## src/rtl/disp_scan_ctrl.sv

```systemverilog
`default_nettype none
// ============================================================================
// disp_scan_ctrl
//   Four-slot display scan controller that feeds a 2-to-4 decoder. It drives
//   a slot index, a registered segment pattern and a blanked decoder enable.
// Revision: 1.0
// ============================================================================
module disp_scan_ctrl #(
   parameter int DIV   = 50000,
   parameter int BLANK = 4
) (
   input  logic       clk,
   input  logic       reset_n,
   input  logic [7:0] in0,
   input  logic [7:0] in1,
   input  logic [7:0] in2,
   input  logic [7:0] in3,
   input  logic [3:0] mask,
   input  logic       en_in,
   output logic [1:0] sel,
   output logic       dec_en,
   output logic [7:0] seg,
   output logic       slot_tick
);

   localparam int            CW         = (DIV > 1) ? $clog2(DIV) : 1;
   localparam logic [CW-1:0] C_CNT_LAST = CW'(DIV - 1);
   localparam logic [CW-1:0] C_BLANK    = CW'(BLANK);

   typedef enum logic [0:0] {
      S_BLANK = 1'b0,
      S_SHOW  = 1'b1
   } phase_t;

   phase_t          r_phase;
   phase_t          w_phase_next;
   logic [CW-1:0]   r_cnt;
   logic [CW-1:0]   w_cnt_next;
   logic            w_wrap;
   logic [1:0]      r_sel;
   logic [1:0]      w_sel_next;
   logic [7:0]      r_seg;
   logic [7:0]      w_in_next;
   logic            r_mask;
   logic            r_en;
   logic            r_tick;

   assign w_wrap     = (r_cnt == C_CNT_LAST);
   assign w_cnt_next = w_wrap ? '0 : r_cnt + 1'b1;
   assign w_sel_next = r_sel + 2'd1;

   // Pattern for the slot about to start; only consumed on the wrap edge.
   always_comb begin
      w_in_next = in0;
      case (w_sel_next)
         2'd0:    w_in_next = in0;
         2'd1:    w_in_next = in1;
         2'd2:    w_in_next = in2;
         default: w_in_next = in3;
      endcase
   end

   always_comb begin
      w_phase_next = r_phase;
      if (w_wrap) begin
         w_phase_next = (BLANK == 0) ? S_SHOW : S_BLANK;
      end else if ((r_phase == S_BLANK) && (w_cnt_next == C_BLANK)) begin
         w_phase_next = S_SHOW;
      end
   end

   always_ff @(posedge clk or negedge reset_n) begin
      if (!reset_n) begin
         r_phase <= S_BLANK;
      end else begin
         r_phase <= w_phase_next;
      end
   end

   always_ff @(posedge clk or negedge reset_n) begin
      if (!reset_n) begin
         r_cnt  <= '0;
         r_sel  <= 2'd0;
         r_seg  <= 8'h00;
         r_mask <= 1'b0;
         r_en   <= 1'b0;
         r_tick <= 1'b0;
      end else begin
         r_cnt  <= w_cnt_next;
         r_tick <= w_wrap;
         r_en   <= en_in;
         if (w_wrap) begin
            r_sel  <= w_sel_next;
            r_seg  <= w_in_next;
            r_mask <= mask[w_sel_next];
         end
      end
   end

   // Every term is a flop, so reset clears dec_en without waiting for a clock.
   assign dec_en    = (r_phase == S_SHOW) && r_mask && r_en;
   assign sel       = r_sel;
   assign seg       = r_seg;
   assign slot_tick = r_tick;

endmodule
`default_nettype wire

```

## config.mk

```make
export PLATFORM = sky130hd
export DESIGN_NAME = disp_scan_ctrl
export DESIGN_NICKNAME = d
export VERILOG_FILES = /design/src/rtl/disp_scan_ctrl.sv
export SDC_FILE = /design/constraint.sdc
export NUM_CORES = 1
export LEC_CHECK = 0
export BUFFER_PORTS_ARGS = -buffer_cell sky130_fd_sc_hd__buf_2
export CAP_MARGIN = 20
export CORE_UTILIZATION = 55
export DETAILED_ROUTE_END_ITERATION = 6
export PLACE_DENSITY = 0.92
export SLEW_MARGIN = 5
export SYNTH_ARGS = -nofsm -noshare
export SYNTH_HDL_FRONTEND = slang
export SYNTH_SLANG_ARGS = --single-unit
```

## constraint.sdc

```tcl
create_clock -name clk -period 3.8 [get_ports clk]
set_clock_uncertainty 0.2 [all_clocks]
set_input_delay 0.57 -clock clk [delete_from_list [all_inputs] [get_ports clk]]
set_output_delay 0.57 -clock clk [all_outputs]
set_load 0.005 [all_outputs]
```

==> flow_summary.yaml <==
run_status:
  outcome: "completed"
detailed_routing:
  drc: 0
  drtAntennaViolNets: 0
  detailedRoute.firstPassIterationCount: 4
  vias_per_cell: 5.82
  first_iter_violations: 109
  avgRoutedWirePerCell_um: 14.6
  drt_wl_total_um: 3980
  vias: 1584
global_routing:
  grt_antenna_before_repair: 0
  grt_pass1_wl_um: 6240
  grt_pass1_vias: 1381
  grt.total_usage_pct: 24.9
  overflow: 0
  grt_max_degree: 31
logic_synthesis:
  ys.flop_type: "dfrtp_1"
  synthesis.area_um2: 1760
  syn_area_per_cell_um2: 9.52
  yosys_warnings: 0
  synth_nets: 229
  async_flop_share_pct: 100
  synth_cell_types: 38
  ys_ff_latch: 30
  synth_edf_count: 0
  syn_inst: 185
  yosysSeqAreaShare_pct: 42.6
worst_setup_path:
  worst_path_dominant_cell_family: "simple AND/OR/NAND/NOR gates"
  crit_arrival_ps: 2340
  worstSetupPathType: "flip-flop to flip-flop"
  cp_slowest_cell: "or4b_4"
  crit_required_ps: 3840
  crit_fanout: 20
  start_kind: "flip-flop"
  critPathBufInv: 0
  path_cells: "ha_1 -> nand3_2 -> or4b_4 -> o311ai_0 -> o2111ai_1 -> o31ai_2"
  max_stage_delay_ps: 700
  r2r-start: "r_cnt[0]"
  reg2reg_slack_ps: 1500
  rr_endpoint: "r_phase"
  ff2ff_path_depth: 6
  worstSetupEndpointType: "flip-flop"
sta:
  slew-limit-headroom_pct: 55.8
  setup_tns_ps: 0
  min_period_ps: 2300
  slew_viol_final: 0
  max_freq_mhz: 436
  finalHoldViolCount: 0
  worst_pin_slew_ps: 664
  rsz0062_at_grt: "false"
  timing.final.crit_share_pct: 60.4
  setup_violations: 0
finish:
  multiInputGateArea_um2: 890
  nFillCells: 268
  stdcell_count: 272
  area_growth_pct: 16.6
  post-route-util_pct: 67.2
  drive_gt1_share_pct: 29.8
  seqCellArea_um2: 751
  final_cell_area_um2: 2050
  diodes: 0
  layout.nets: 271
floorplan:
  start_util_pct: 57.7
  die_area_um2: 3430
  io_pins: 51
  core_um2: 3050
  dieHeight_um: 58.6
  fp.dieW_um: 58.6
  placementRows: 20
placement:
  port-buffer-count: 50
  place_inst: 263
  hpwl_um: 2850
  place.gp.congestion: 0.873
  place_area_um2: 1970
clock_tree:
  cts-root-buf: "clkbuf_4"
  cts_buffers: 5
  clk_pin_slew_ps: 90
  cts_resized: 0
  h-tree-depth: 2
  cts_tree: "yes"
  clockBufferDepth: 2
  post_cts_buffers: 0
  clk_latency_ps: 330
  cts.sinks: 30
  postCtsHoldBufs: 0
min_path:
  hp-class: "primary input to async pin"
flow_run:
  drv_cap: 0
power:
  power.leakage_uw: 0.000931
  power_density_nw_per_um2: 285
  vdd_drop_max_mv: 0.202
  p_total_uw: 586
## cells by family after synthesis
kind of cell | count (synthesis) | synth area share, %
AOI/OAI and AO/OA | 33 | 13.1
xor gates and xnor gates | 14 | 6.97
adders and majority gates | 5 | 3.55
buffers and inverters | 22 | 7.18
DFF | 30 | 42.6
muxes | 1 | 1.28
and+or+nand+nor | 80 | 25.2
## worst register-to-register path, cell delays in order, from the launching register on
cell and delay [ps]:
dfrtp_1 400, ha_1 240, nand3_2 170, or4b_4 700, o311ai_0 140, o2111ai_1 190
o31ai_2 190
## stage by stage
| stage | setup WS (ps) | hold WS, ps |
|---|---|---|
| after global routing | 1420 | 105 |
| after CTS | 1510 | 71.6 |
| after global placement | 1610 | 261 |
| after detailed placement | 1530 | 266 |
| final | 1500 | 59.7 |
| after floorplan | 1790 | 74.4 |
## flip-flops by register name (all words and copies together), names as in the netlist
name and cells:
r_cnt 16, r_phase 1, r_mask 1, slot_tick 1, seg 8, r_en 1, sel 2
## where the power goes
part	switching, uW	leakage [uW]	internal [uW]	total [uW]
combinational	15.1	0.000537	19.0	34.2
clock	105	0.0000446	126	232
sequential	0.185	0.000350	319	320
total	121	0.000931	465	586
## cells in the mapped netlist, types with 2 or more instances
master    instances  area, um2
nor4b_1           2       17.5
dfrtp_1          30        751
and3_1            3       18.8
o21ai_0          10       50.1
xor2_1            7       61.3
clkbuf_1          4       15.0
a21oi_1           9       45.0
nor2_1           24       90.1
or4_1             4       30.0
nor4_1            3       18.8
or4b_2            2       20.0
nand2_1          21       78.8
nor3_1            4       20.0
inv_1             6       22.5
xnor2_1           7       61.3
ha_1              5       62.6
buf_6             4       45.0
nand3_1           6       30.0
buf_4             2       15.0
a222oi_1          8       80.1
nand4_1           3       18.8
buf_2             5       25.0
## layout by cell type (no fill, tap or decap), types with 2 or more instances in the layout
cell type,n
a21oi_1,9
a222oi_1,8
and3_1,3
buf_2,51
clkbuf_4,5
clkbuf_8,3
dfrtp_1,30
ha_1,5
inv_1,6
nand2_1,21
nand3_1,6
nand4_1,3
nor2_1,24
nor3_1,4
nor4_1,3
o21ai_0,10
or4_1,4
or4b_2,2
xnor2_1,7
xor2_1,7
## final cells by class
cell class | count | share of cell area (%)
Sequential cell | 30 | 36.6
Tap cell | 44 | 2.68
Clock buffer | 8 | 3.84
Inverter | 6 | 1.10
Multi-Input combinational cell | 133 | 43.4
Timing Repair Buffer | 51 | 12.4
## how the worst max path moves through the flow
| stage | startpoint | end | slack, ps | cells past startpoint |
|---|---|---|---|---|
| 2_1_floorplan | r_cnt[0] | r_phase | 1790 | 6 |
| 3_3_place_gp | r_cnt[0] | r_phase | 1610 | 6 |
| 3_5_place_dp | r_cnt[0] | r_phase | 1530 | 6 |
| 4_1_cts | r_cnt[0] | r_phase | 1510 | 6 |
| 5_1_grt | r_cnt[0] | r_phase | 1420 | 6 |
| 6_report | r_cnt[0] | r_phase | 1500 | 6 |
## per-layer routing
layer  vias up  part of all wire (%)  track usage [%]
li1        754                     -                -
met1       751                    41             31.3
met2        70                    50             41.2
met3         9                   6.9             5.71
met4         0                   1.9             11.6
met5         -                     0                0
(Power assumes the default switching activity.)
